<file path="src/rtl/mem_wb_stage_pkg.sv">
`default_nettype none
// ============================================================================
// Module   : mem_wb_stage_pkg
// Purpose  : Shared encodings for the MEM-stage memory access / MEM-WB register.
// Revision : 1.0  initial release
// ============================================================================
package mem_wb_stage_pkg;

    localparam int DATA_W = 32;
    localparam int REG_W  = 5;

    // MemSize encodings; 2'b11 is treated as a word access.
    localparam logic [1:0] SZ_BYTE = 2'b00;
    localparam logic [1:0] SZ_HALF = 2'b01;
    localparam logic [1:0] SZ_WORD = 2'b10;

    // MemtoReg encodings consumed by the write-back mux.
    localparam logic [1:0] WB_SEL_ALU = 2'b00;
    localparam logic [1:0] WB_SEL_MEM = 2'b01;

    typedef enum logic [0:0] {
        ST_IDLE = 1'b0,
        ST_WAIT = 1'b1
    } mem_state_t;

    function automatic logic is_aligned(input logic [1:0] size, input logic [1:0] addr_lo);
        logic ok;
        case (size)
            SZ_BYTE: ok = 1'b1;
            SZ_HALF: ok = ~addr_lo[0];
            default: ok = (addr_lo == 2'b00);
        endcase
        return ok;
    endfunction

endpackage
`default_nettype wire

</file>
<file path="src/rtl/mem_wb_stage_load_align.sv">
`default_nettype none
// ============================================================================
// Module   : mem_load_align
// Purpose  : Little-endian lane select and sign/zero extension of load data.
// Revision : 1.0  initial release
// ============================================================================
module mem_load_align
    import mem_wb_stage_pkg::*;
(
    input  logic [31:0] rdata,
    input  logic [1:0]  addr_lo,
    input  logic [1:0]  size,
    input  logic        is_unsigned,
    output logic [31:0] load_data
);

    logic [7:0]  w_byte;
    logic [15:0] w_half;

    always_comb begin
        w_byte = 8'h00;
        case (addr_lo)
            2'd0:    w_byte = rdata[7:0];
            2'd1:    w_byte = rdata[15:8];
            2'd2:    w_byte = rdata[23:16];
            default: w_byte = rdata[31:24];
        endcase
        w_half = addr_lo[1] ? rdata[31:16] : rdata[15:0];
    end

    always_comb begin
        load_data = rdata;
        case (size)
            SZ_BYTE: load_data = {{24{~is_unsigned & w_byte[7]}}, w_byte};
            SZ_HALF: load_data = {{16{~is_unsigned & w_half[15]}}, w_half};
            default: load_data = rdata;
        endcase
    end

endmodule
`default_nettype wire

</file>
<file path="src/rtl/mem_wb_stage.sv">
`default_nettype none
// ============================================================================
// Module   : mem_wb_stage
// Purpose  : MEM-stage data-memory access with stall handshake, fused with
//            the MEM/WB pipeline register.
// Revision : 1.0  initial release
// ============================================================================
module mem_wb_stage
    import mem_wb_stage_pkg::*;
(
    input  logic        clk,
    input  logic        rst_n,
    input  logic        MEM_valid,
    input  logic [31:0] MEM_ALUout,
    input  logic [31:0] MEM_WriteData,
    input  logic        MEM_MemRead,
    input  logic        MEM_MemWrite,
    input  logic [1:0]  MEM_MemSize,
    input  logic        MEM_MemUnsigned,
    input  logic [1:0]  MEM_MemtoReg,
    input  logic        MEM_RegWrite,
    input  logic [4:0]  MEM_WriteReg,
    output logic        dmem_req,
    output logic        dmem_we,
    output logic [31:0] dmem_addr,
    output logic [3:0]  dmem_be,
    output logic [31:0] dmem_wdata,
    input  logic [31:0] dmem_rdata,
    input  logic        dmem_ack,
    output logic        mem_stall,
    output logic [31:0] WB_ALUout,
    output logic [31:0] WB_MemReadData,
    output logic [1:0]  WB_MemtoReg,
    output logic        WB_RegWrite,
    output logic [4:0]  WB_WriteReg,
    output logic        WB_valid,
    output logic        WB_misalign
);

    mem_state_t  r_state;

    logic [1:0]  w_addr_lo;
    logic        w_mem_op;
    logic        w_aligned;
    logic        w_access;
    logic        w_misalign;
    logic        w_req;
    logic        w_stall;
    logic [3:0]  w_be;
    logic [31:0] w_wdata;
    logic [31:0] w_load_data;

    logic [31:0] r_wb_aluout;
    logic [31:0] r_wb_rdata;
    logic [1:0]  r_wb_memtoreg;
    logic        r_wb_regwrite;
    logic [4:0]  r_wb_writereg;
    logic        r_wb_valid;
    logic        r_wb_misalign;

    assign w_addr_lo  = MEM_ALUout[1:0];
    assign w_mem_op   = MEM_valid & (MEM_MemRead | MEM_MemWrite);
    assign w_aligned  = is_aligned(MEM_MemSize, w_addr_lo);
    assign w_access   = w_mem_op & w_aligned;
    assign w_misalign = w_mem_op & ~w_aligned;

    // Gated by rst_n so the request drops the instant reset asserts.
    assign w_req   = rst_n & (((r_state == ST_IDLE) & w_access) | (r_state == ST_WAIT));
    assign w_stall = w_req & ~dmem_ack;

    always_comb begin
        w_be    = 4'b1111;
        w_wdata = MEM_WriteData;
        case (MEM_MemSize)
            SZ_BYTE: begin
                w_be    = 4'b0001 << w_addr_lo;
                w_wdata = {4{MEM_WriteData[7:0]}};
            end
            SZ_HALF: begin
                w_be    = 4'b0011 << w_addr_lo;
                w_wdata = {2{MEM_WriteData[15:0]}};
            end
            default: begin
                w_be    = 4'b1111;
                w_wdata = MEM_WriteData;
            end
        endcase
    end

    assign dmem_req   = w_req;
    assign dmem_we    = w_req & MEM_MemWrite;
    assign dmem_addr  = w_req ? {MEM_ALUout[31:2], 2'b00} : 32'h0;
    assign dmem_be    = w_req ? w_be : 4'b0000;
    assign dmem_wdata = w_req ? w_wdata : 32'h0;
    assign mem_stall  = w_stall;

    mem_load_align u_load_align (
        .rdata       (dmem_rdata),
        .addr_lo     (w_addr_lo),
        .size        (MEM_MemSize),
        .is_unsigned (MEM_MemUnsigned),
        .load_data   (w_load_data)
    );

    always_ff @(posedge clk or negedge rst_n) begin
        if (!rst_n) begin
            r_state <= ST_IDLE;
        end else begin
            case (r_state)
                ST_IDLE: if (w_access && !dmem_ack) r_state <= ST_WAIT;
                ST_WAIT: if (dmem_ack)              r_state <= ST_IDLE;
                default:                            r_state <= ST_IDLE;
            endcase
        end
    end

    // A stalled cycle inserts a bubble; data fields hold their last values.
    always_ff @(posedge clk or negedge rst_n) begin
        if (!rst_n) begin
            r_wb_aluout   <= 32'h0;
            r_wb_rdata    <= 32'h0;
            r_wb_memtoreg <= WB_SEL_ALU;
            r_wb_regwrite <= 1'b0;
            r_wb_writereg <= 5'd0;
            r_wb_valid    <= 1'b0;
            r_wb_misalign <= 1'b0;
        end else if (!w_stall) begin
            r_wb_aluout   <= MEM_ALUout;
            r_wb_rdata    <= (w_access & MEM_MemRead) ? w_load_data : 32'h0;
            r_wb_memtoreg <= MEM_MemtoReg;
            r_wb_regwrite <= MEM_RegWrite & ~w_misalign;
            r_wb_writereg <= MEM_WriteReg;
            r_wb_valid    <= MEM_valid;
            r_wb_misalign <= w_misalign;
        end else begin
            r_wb_regwrite <= 1'b0;
            r_wb_valid    <= 1'b0;
            r_wb_misalign <= 1'b0;
        end
    end

    assign WB_ALUout      = r_wb_aluout;
    assign WB_MemReadData = r_wb_rdata;
    assign WB_MemtoReg    = r_wb_memtoreg;
    assign WB_RegWrite    = r_wb_regwrite;
    assign WB_WriteReg    = r_wb_writereg;
    assign WB_valid       = r_wb_valid;
    assign WB_misalign    = r_wb_misalign;

endmodule
`default_nettype wire

</file>
<file path="config.mk">
export PLATFORM = sky130hd
export DESIGN_NAME = mem_wb_stage
export DESIGN_NICKNAME = d
export VERILOG_FILES = /design/src/rtl/mem_wb_stage_pkg.sv /design/src/rtl/mem_wb_stage_load_align.sv /design/src/rtl/mem_wb_stage.sv
export SDC_FILE = /design/constraint.sdc
export NUM_CORES = 1
export LEC_CHECK = 0
export ABC_AREA = 1
export CAP_MARGIN = 25
export CORE_UTILIZATION = 41
export CTS_CLUSTER_SIZE = 10
export DETAILED_ROUTE_END_ITERATION = 6
export HOLD_SLACK_MARGIN = 0.15
export PLACE_DENSITY = 0.91
export REMOVE_ABC_BUFFERS = 1
export SLEW_MARGIN = 20
export SYNTH_ARGS = -nofsm -noshare
export SYNTH_HDL_FRONTEND = slang
export SYNTH_SLANG_ARGS = --single-unit
</file>
<file path="constraint.sdc">
create_clock -name clk -period 2.8 [get_ports clk]
set_clock_uncertainty 0.1 [all_clocks]
set_input_delay 0.56 -clock clk [delete_from_list [all_inputs] [get_ports clk]]
set_output_delay 0.56 -clock clk [all_outputs]
set_load 0.01 [all_outputs]
</file>
==> results of run 1 <==
[routing by layer]
layer | vias up | GRT usage | share of wire
li1 | 2453 | - | -
met1 | 2276 | 0.322 | 0.38
met2 | 265 | 0.511 | 0.51
met3 | 29 | 0.0746 | 0.080
met4 | 0 | 0.105 | 0.026
met5 | - | 0 | 0
[worst max-delay path: stages]
cell and delay, ps:
clkdlybuf4s50_1 500, nand2_1 60, nand2_1 90, nand2_2 70
nand2_2 90, nand2_4 80, nand2_8 110, inv_4 70
o21ai_1 110, nor2_1 60, dlygate4sd2_1 280
[worst paths after layout]
check / startpoint / cells after the start / endpoint
max in group asynchronous: rst_n / 3 / WB_ALUout[10]
worst min-delay path: rst_n / 2 / WB_ALUout[17]
worst max register to register: r_state / 8 / WB_ALUout[16]
worst max-delay path: MEM_MemSize[0] / 11 / dmem_wdata[12]
worst min register to register: WB_WriteReg[4] / 2 / WB_WriteReg[4]
min in group clk: WB_WriteReg[4] / 2 / WB_WriteReg[4]
[cells by family (layout without fill, tap and decap cells)]
logic type | Yosys count | count (layout) | share of synthesized area
flops | 75 | 75 | 0.439
simple gates | 327 | 327 | 0.312
buf+inv | 99 | 367 | 0.107
other cells | 1 | 2 | 0.000878
compound gates | 110 | 110 | 0.141
[area by class of cell]
| class | instances | area [um^2] |
|---|---|---|
| Clock buffer | 9 | 124 |
| Clock inverter | 6 | 42.5 |
| Fill cell | 830 | 2780 |
| Inverter | 63 | 240 |
| Multi-Input combinational cell | 439 | 1980 |
| Sequential cell | 75 | 1880 |
| Tap cell | 133 | 166 |
| Timing Repair Buffer | 289 | 2750 |
[registers in the layout, summed over array words and instances, names as in the netlist]
name and count:
WB_misalign 1, r_state 1, WB_MemReadData 32, WB_MemtoReg 2, WB_WriteReg 5, WB_RegWrite 1
WB_ALUout 32, WB_valid 1
[synthesized netlist by cell type]
cell / count
nand2_1: 192
nor2_1: 89
dfrtp_1: 75
inv_1: 58
o21ai_0: 43
a21oi_1: 33
nand3_1: 22
clkbuf_1: 14
buf_2: 11
o211ai_1: 11
o21ai_1: 11
or2_2: 10
buf_6: 8
o22ai_1: 8
nand2_2: 6
inv_2: 4
buf_4: 3
nor3_1: 3
nand3_2: 2
o21ai_2: 2
a21oi_2: 1
a221oi_1: 1
clkinv_2: 1
conb_1: 1
nand3_4: 1
nand3b_1: 1
nor2_2: 1
[repair_timing]
| action | in CTS | in global routing |
|---|---|---|
| setup buffers | 0 | 0 |
| resized for setup | 96 | 32 |
| gates cloned | 0 | 1 |
| setup endpoints to repair | 69 | 52 |
| pin swaps | 3 | 2 |
[power by group through the flow]
stage          clock [uW]  sequential [uW]  combinational, uW
2_1_floorplan           0             1230                252
3_3_place_gp            0             1200                817
3_5_place_dp            0             1200                831
4_1_cts               751             1180                805
5_1_grt               802             1190                887
6_report              733             1180                822
[through the flow]
| step | worst slack, ps | cell area [um^2] | hold WS [ps] | util | setup TNS, ps |
|---|---|---|---|---|---|
| finish | 49.8 | 7180 | 152 | 0.721 | 0 |
| global route | -36.2 | 7180 | 158 | 0.721 | -456 |
| CTS | 2.96 | 7140 | 377 | 0.717 | 0 |
| detailed placement | -436 | 7030 | 357 | 0.707 | -19430 |
| global placement | -418 | 7030 | 353 | 0.707 | -17410 |
| floorplan | 33.6 | 4060 | 164 | - | 0 |
==> flow_summary.json, run 1 <==
{
  "die_y_um": 104,
  "syn_area_per_cell_um2": 6.98,
  "drt_drc_violations_left": 0,
  "core_area_mm2": 0.00995,
  "power.internal_uw": 1890,
  "vias": 5023,
  "start_kind": "primary input",
  "initial_core_util": 0.429,
  "yosysSeqAreaShare": 0.439,
  "rows": 36,
  "wirelength_um": 15600,
  "io_pins": 258,
  "clkLatencyLatePin_ps": 340,
  "yosysWarningCount": 0,
  "synthDistinctLibCells": 27,
  "cp.arrival_ps": 2090,
  "syn_area_mm2": 0.00427,
  "sequentialPowerShare": 0.431,
  "crit_fanout": 8,
  "clk_pin_slew_worst_paths_ps": 80,
  "p_leak_uw": 0.00369,
  "comb_power_share": 0.301,
  "pwr-share-clk": 0.268,
  "cts_tree": "yes",
  "cts.sinks": 75,
  "maxCapViolations": 0,
  "postCtsHoldBufs": 0,
  "nNetsFinal": 990,
  "p_sw_uw": 848,
  "h-tree-depth": 3,
  "die_x_um": 104,
  "cts_buffers": 9,
  "grtUsageTotal": 0.284,
  "synth_area_leaders": "dfrtp_1 (44%), nand2_1 (17%), nor2_1 (7.8%), inv_1 (5.1%), o21ai_0 (5.0%)",
  "p_per_area_mw_per_mm2": 381,
  "place_hpwl_um": 11600,
  "rsz0062_at_grt": "true",
  "diodes": 0,
  "avgRoutedWirePerCell_um": 15.4,
  "worstMarginPinSlew_ps": 585,
  "die_area_mm2": 0.0108,
  "setup_viol": 0,
  "ff2ff_setup_slack_ps": 980,
  "endpoint_kind": "output pin",
  "grt_pass1_vias": 4779,
  "hold_violations": 0,
  "ys_ff_latch": 75,
  "clk_path_buf_depth": 2,
  "fin_cells": 1014,
  "finalCriticalPeriod_ps": 2750,
  "via_per_inst": 4.95,
  "layout.cells.most_common": "nand2_1",
  "timing.slew.headroom": 0.610,
  "clock-root-buffer": "clkbuf_8",
  "drive_gt1_frac": 0.112,
  "first_pass_iters": 5,
  "postRouteAntennaNets": 0,
  "finalCritPeriodShare": 0.982,
  "netSwitchingFraction": 0.310,
  "grt_max_degree": 76,
  "drtIter0Drc": 305,
  "synth.largest_area_cell": "dfrtp_1",
  "yosysTopAreaCellShare": 0.439,
  "timing.fmax_mhz": 364,
  "crit_required_ps": 2140,
  "vdd.ir_drop.worst_uv": 189,
  "status": "completed",
  "overflow": 0,
  "hold_class": "in2async",
  "final_cell_mix": "nand2_1 (192), clkdlybuf4s50_1 (182), nor2_1 (88)",
  "grt_pass1_wl_um": 24100,
  "synthCells": 612,
  "antenna_found_initial": 0,
  "dp.cells": 997,
  "path_class": "in2out",
  "gp_congestion": 0.931,
  "numPortBuffers": 255,
  "p_total_uw": 2730,
  "maxSlewViolCount": 0,
  "syn2layout_area_growth_pct": 68.0
}
Note: power is estimated with default switching activity, not from simulation.
==> run 2, diff against run 1 <==
--- a/config.mk
+++ b/config.mk
@@ -10,10 +10,11 @@
 export CORE_UTILIZATION = 41
 export CTS_CLUSTER_SIZE = 10
 export DETAILED_ROUTE_END_ITERATION = 6
-export HOLD_SLACK_MARGIN = 0.15
-export PLACE_DENSITY = 0.91
+export HOLD_SLACK_MARGIN = 0.08
+export PLACE_DENSITY_LB_ADDON = 0.12
 export REMOVE_ABC_BUFFERS = 1
 export SLEW_MARGIN = 20
 export SYNTH_ARGS = -nofsm -noshare
 export SYNTH_HDL_FRONTEND = slang
 export SYNTH_SLANG_ARGS = --single-unit
+export TNS_END_PERCENT = 5
==> run 2 against run 1 <==
  * First-iteration DRC count up 8.2%
  * Power grew 1.8%
  * Utilization barely moved
  * Design area about the same
  * Critical path depth unchanged
  * Global-route usage increased by 0.60 points
  * Via count is 1.5% higher
  * Maximum frequency decreased by 0.40%
  * Sequential power about the same
  * Hold slack better by 25 ps
  * Critical path type unchanged
  * Largest cell class unchanged
  * Largest power group unchanged
==> flow_summary.json, run 2 (synthesized netlist as in run 1, its figures left out) <==
{
  "cts_tree": "yes",
  "die_area_mm2": 0.0108,
  "pwr-share-clk": 0.281,
  "wl_met2_um": 7960,
  "gp_congestion": 0.910,
  "crit_path_frequent_cell": "nand2_2",
  "hold_class": "in2async",
  "diodes": 0,
  "topRoutingLayerUsed": "met4",
  "maxCapViolations": 0,
  "finalCriticalPeriod_ps": 2760,
  "cts.sinks": 75,
  "initial_core_util": 0.429,
  "vias": 5099,
  "grtUsageTotal": 0.290,
  "hold_violations": 0,
  "timing.setup.tns_ps": 0,
  "cp.arrival_ps": 2100,
  "clk_path_buf_depth": 2,
  "postRouteAntennaNets": 0,
  "netSwitchingFraction": 0.291,
  "final_cell_mix": "nand2_1 (192), clkdlybuf4s50_1 (179), nor2_1 (88)",
  "met3_length_um": 1160,
  "status": "completed",
  "start_kind": "primary input",
  "io_pins": 258,
  "wl_met1_um": 6050,
  "die_y_um": 104,
  "wirelength_um": 15700,
  "vdd.ir_drop.worst_uv": 254,
  "first_pass_iters": 5,
  "via_per_inst": 5.01,
  "overflow": 0,
  "path_class": "in2out",
  "p_total_uw": 2780,
  "p_per_area_mw_per_mm2": 388,
  "drive_gt1_frac": 0.112,
  "power.internal_uw": 1970,
  "postCtsHoldBufs": 0,
  "nNetsFinal": 993,
  "crit_required_ps": 2140,
  "place_hpwl_um": 11700,
  "clock-root-buffer": "clkbuf_8",
  "clkLatencyLatePin_ps": 340,
  "avgRoutedWirePerCell_um": 15.4,
  "p_leak_uw": 0.00374,
  "numPortBuffers": 255,
  "slowest_delay_ps": 480,
  "endpoint_kind": "output pin",
  "cpMaxStageDelayCell": "clkdlybuf4s50_1",
  "timing.fmax_mhz": 362,
  "syn2layout_area_growth_pct": 68.0,
  "drt_drc_violations_left": 0,
  "rows": 36,
  "rsz0062_at_grt": "true",
  "crit_fanout": 8,
  "sequentialPowerShare": 0.424,
  "p_sw_uw": 809,
  "die_x_um": 104,
  "drtIter0Drc": 330,
  "core_area_mm2": 0.00995,
  "antenna_found_initial": 0,
  "path_cells": "clkdlybuf4s50_1 -> inv_1 -> nor2_2 -> nand2_2 -> nand2_2 -> nand2_4 -> buf_6 -> inv_6 -> o21ai_1 -> nor2_1 -> buf_2",
  "grt_pass1_vias": 5035,
  "setup_viol": 0,
  "cts_buffers": 9,
  "clk_pin_slew_worst_paths_ps": 70,
  "h-tree-depth": 3,
  "grt_max_degree": 103,
  "grt_pass1_wl_um": 24800,
  "comb_power_share": 0.294,
  "finalCritPeriodShare": 0.986,
  "layout.cells.most_common": "nand2_1",
  "maxSlewViolCount": 0
}
## run 2: power groups by stage
stage | registers, uW | clock network [uW] | logic, uW
floorplan | 1230 | 0 | 252
global placement | 1200 | 0 | 822
CTS | 1180 | 800 | 817
finish | 1180 | 782 | 819
global route | 1190 | 842 | 885
detailed placement | 1200 | 0 | 835
## run 2: what timing repair did
action,in CTS,in global routing
buffers inserted,1,1
resized for setup,116,26
gates cloned,1,0
setup endpoints to repair,69,67
pin swaps,1,9
## run 2: final timing paths
check                                      to            from  slack (ps)  cells past startpoint
max                            dmem_wdata[28]       MEM_valid          40                     11
min                        WB_MemReadData[19]           rst_n         180                      2
max reg2reg                WB_MemReadData[14]         r_state        1160                     10
min reg2reg                    WB_WriteReg[0]  WB_WriteReg[0]         380                      2
max in group asynchronous   WB_MemReadData[9]           rst_n        1850                      3
min in group clk               WB_WriteReg[0]  WB_WriteReg[0]         380                      2
## run 2: layer usage
layer,GRT usage,up-vias
met5,0,-
met4,0.141,0
met3,0.0614,38
li1,-,2465
met2,0.521,234
met1,0.326,2362
## run 2: final cells by class
cell class	count	area, um^2
clock buffers	12	135
clock inverters	3	40.0
fillers	845	2780
inverters	63	243
multi-input cells	439	1960
flip-flops and latches	75	1880
well taps	133	166
repair buffers	292	2760
## run 2: stage by stage
step | instance area, um^2 | util | hold WS, ps | setup WS [ps] | instances
final | 7180 | 0.721 | 177 | 38.7 | 1017
after global routing | 7180 | 0.721 | 209 | -27.6 | 1017
after CTS | 7150 | 0.719 | 381 | -139 | 1015
after detailed placement | 7040 | 0.707 | 366 | -464 | 998
after global placement | 7040 | 0.707 | 353 | -417 | 998
after floorplan | 4060 | - | 164 | 33.6 | 577
## run 2: critical path, delay by kind of cell
family	cells	cell delay, ps
AND/OR/NAND/NOR	5	540
buffers and inverters	5	910
AO/OA/AOI/OAI	1	80
==> run 3, diff against run 2 <==
--- a/config.mk
+++ b/config.mk
@@ -6,7 +6,9 @@
 export NUM_CORES = 1
 export LEC_CHECK = 0
 export ABC_AREA = 1
+export ABC_CLOCK_PERIOD_IN_PS = 2800
 export CAP_MARGIN = 25
+export CORE_MARGIN = 5
 export CORE_UTILIZATION = 41
 export CTS_CLUSTER_SIZE = 10
 export DETAILED_ROUTE_END_ITERATION = 6
==> run 3 against run 2 <==
  * Count of clock-buffer cells in the layout stayed put
  * Sequential power hardly changed
  * Combinational power is 2% lower
  * Hold slack worse by 26 ps
  * Cell count hardly changed
  * Worst setup slack better by 4.6 ps
  * Utilization is 2.4 points lower
  * Clock power is 9.8% higher
  * Flip-flop and latch count stayed put
  * Global-route usage is 4.5 points lower
  * First-iteration DRC count is 39% higher
  * Largest power group unchanged
==> flow_summary.json, run 3 (synthesized netlist as in run 1, its figures left out) <==
{
  "avgRoutedWirePerCell_um": 15.4,
  "cts_buffers": 9,
  "die_y_um": 112,
  "drive_gt1_frac": 0.128,
  "clkLatencyLatePin_ps": 340,
  "crit_fanout": 33,
  "nNetsFinal": 990,
  "drtIter0Drc": 459,
  "initial_core_util": 0.418,
  "gp_congestion": 0.893,
  "diodes": 0,
  "crit_path_frequent_cell": "nand2_2",
  "p_per_area_mw_per_mm2": 398,
  "start_kind": "primary input",
  "dp.cells": 1001,
  "final_cell_mix": "nand2_1 (192), clkdlybuf4s50_1 (183), nor2_1 (88)",
  "postCtsHoldBufs": 0,
  "hold_violations": 0,
  "maxSlewViolCount": 0,
  "grt_pass1_vias": 5117,
  "io_pins": 258,
  "path_cells": "clkdlybuf4s50_1 -> inv_1 -> nor2_2 -> nand2_2 -> nand2_2 -> nand2_4 -> buf_12 -> nor2_1 -> dlygate4sd2_1",
  "die_x_um": 112,
  "pwr-share-clk": 0.302,
  "maxCapViolations": 0,
  "layout.cells.most_common": "nand2_1",
  "cts_setup_buffers": 0,
  "hold_class": "in2async",
  "critPathBufInv": 4,
  "timing.fmax_mhz": 363,
  "die_area_mm2": 0.0126,
  "crit_required_ps": 2140,
  "slowest_delay_ps": 480,
  "p_total_uw": 2840,
  "timing.slew.headroom": 0.374,
  "clk_path_buf_depth": 2,
  "final_util": 0.697,
  "clock-root-buffer": "clkbuf_8",
  "grt_pass1_wl_um": 25000,
  "overflow": 0,
  "hold_slack_ps": 151,
  "setup_viol": 0,
  "comb_power_share": 0.283,
  "first_pass_iters": 5,
  "grtUsageTotal": 0.245,
  "h-tree-depth": 3,
  "grt_max_degree": 104,
  "drt_drc_violations_left": 0,
  "place_hpwl_um": 12000,
  "fin_cells": 1018,
  "antenna_found_initial": 0,
  "endpoint_kind": "output pin",
  "postRouteAntennaNets": 0,
  "cts.sinks": 75,
  "power.internal_uw": 2020,
  "p_leak_uw": 0.00360,
  "via_per_inst": 4.92,
  "wirelength_um": 15600,
  "worstMarginPinSlew_ps": 940,
  "rows": 37,
  "rsz0062_at_grt": "true",
  "vdd.ir_drop.worst_uv": 248,
  "finalCriticalPeriod_ps": 2760,
  "p_sw_uw": 822,
  "vias": 5010,
  "path_class": "in2out",
  "clk_pin_slew_worst_paths_ps": 80,
  "syn2layout_area_growth_pct": 66.9,
  "cp.arrival_ps": 2100,
  "cpMaxStageDelayCell": "clkdlybuf4s50_1",
  "sequentialPowerShare": 0.415,
  "cts_tree": "yes",
  "status": "completed",
  "cp_top_family": "buffers and inverters",
  "finalCritPeriodShare": 0.985,
  "core_area_mm2": 0.0102,
  "numPortBuffers": 255,
  "netSwitchingFraction": 0.289
}
==> run 3: changes by cell type in the layout (fill, tap and decap cells not counted), sizes merged <==
cell / previous run / this run
clkdlybuf4s50: 179 / 183
dlygate4sd2: 52 / 25
clkdlybuf4s15: 2 / 17
buf: 54 / 38
clkbuf: 13 / 38
dlymetal6s2s: 4 / 0
clkinv: 3 / 4
==> run 3: area by class of cell <==
class	instances	area, um^2
fillers	881	3100
repair buffers	289	2680
multi-input cells	439	1960
flip-flops and latches	75	1880
inverters	63	240
well taps	136	170
clock buffers	12	155
clock inverters	4	48.8
==> run 3: what timing repair did <==
action,4_1_cts,5_1_grt
pin swaps,1,1
endpoints found under the setup margin,69,57
gates resized for setup,91,69
==> run 3: path summary, 6_finish.rpt <==
| path | depth (start not counted) | endpoint | slack [ps] | start |
|---|---|---|---|---|
| setup / recovery | 9 | dmem_addr[15] | 40 | MEM_valid |
| hold / removal | 2 | WB_MemReadData[9] | 150 | rst_n |
| setup reg to reg | 7 | WB_ALUout[9] | 870 | r_state |
| hold reg to reg | 2 | WB_MemtoReg[0] | 380 | WB_MemtoReg[0] |
| max in group asynchronous | 3 | WB_ALUout[29] | 1900 | rst_n |
| min in group clk | 2 | WB_MemtoReg[0] | 380 | WB_MemtoReg[0] |
==> run 3: power groups by stage <==
stage / clock network (uW) / registers [uW] / logic, uW
floorplan: 0 / 1230 / 252
global placement: 0 / 1200 / 818
detailed placement: 0 / 1200 / 828
CTS: 878 / 1180 / 805
global route: 936 / 1190 / 871
finish: 859 / 1180 / 803
==> run 3: stage by stage <==
stage / cell area, um^2 / TNS, ps / setup WS, ps
after floorplan: 4060 / 0 / 33.6
after global placement: 7030 / -22980 / -440
after detailed placement: 7030 / -25530 / -475
after CTS: 7180 / 0 / 1.33
after global routing: 7130 / -0.973 / -0.973
final: 7130 / 0 / 43.3
==> run 3: per-layer routing <==
| metal | vias up | part of all wire | global-route usage |
|---|---|---|---|
| met3 | 27 | 0.080 | 0.0652 |
| met2 | 226 | 0.51 | 0.440 |
| met4 | 0 | 0.020 | 0.0809 |
| met5 | - | 0 | 0 |
| met1 | 2309 | 0.39 | 0.284 |
| li1 | 2448 | - | - |
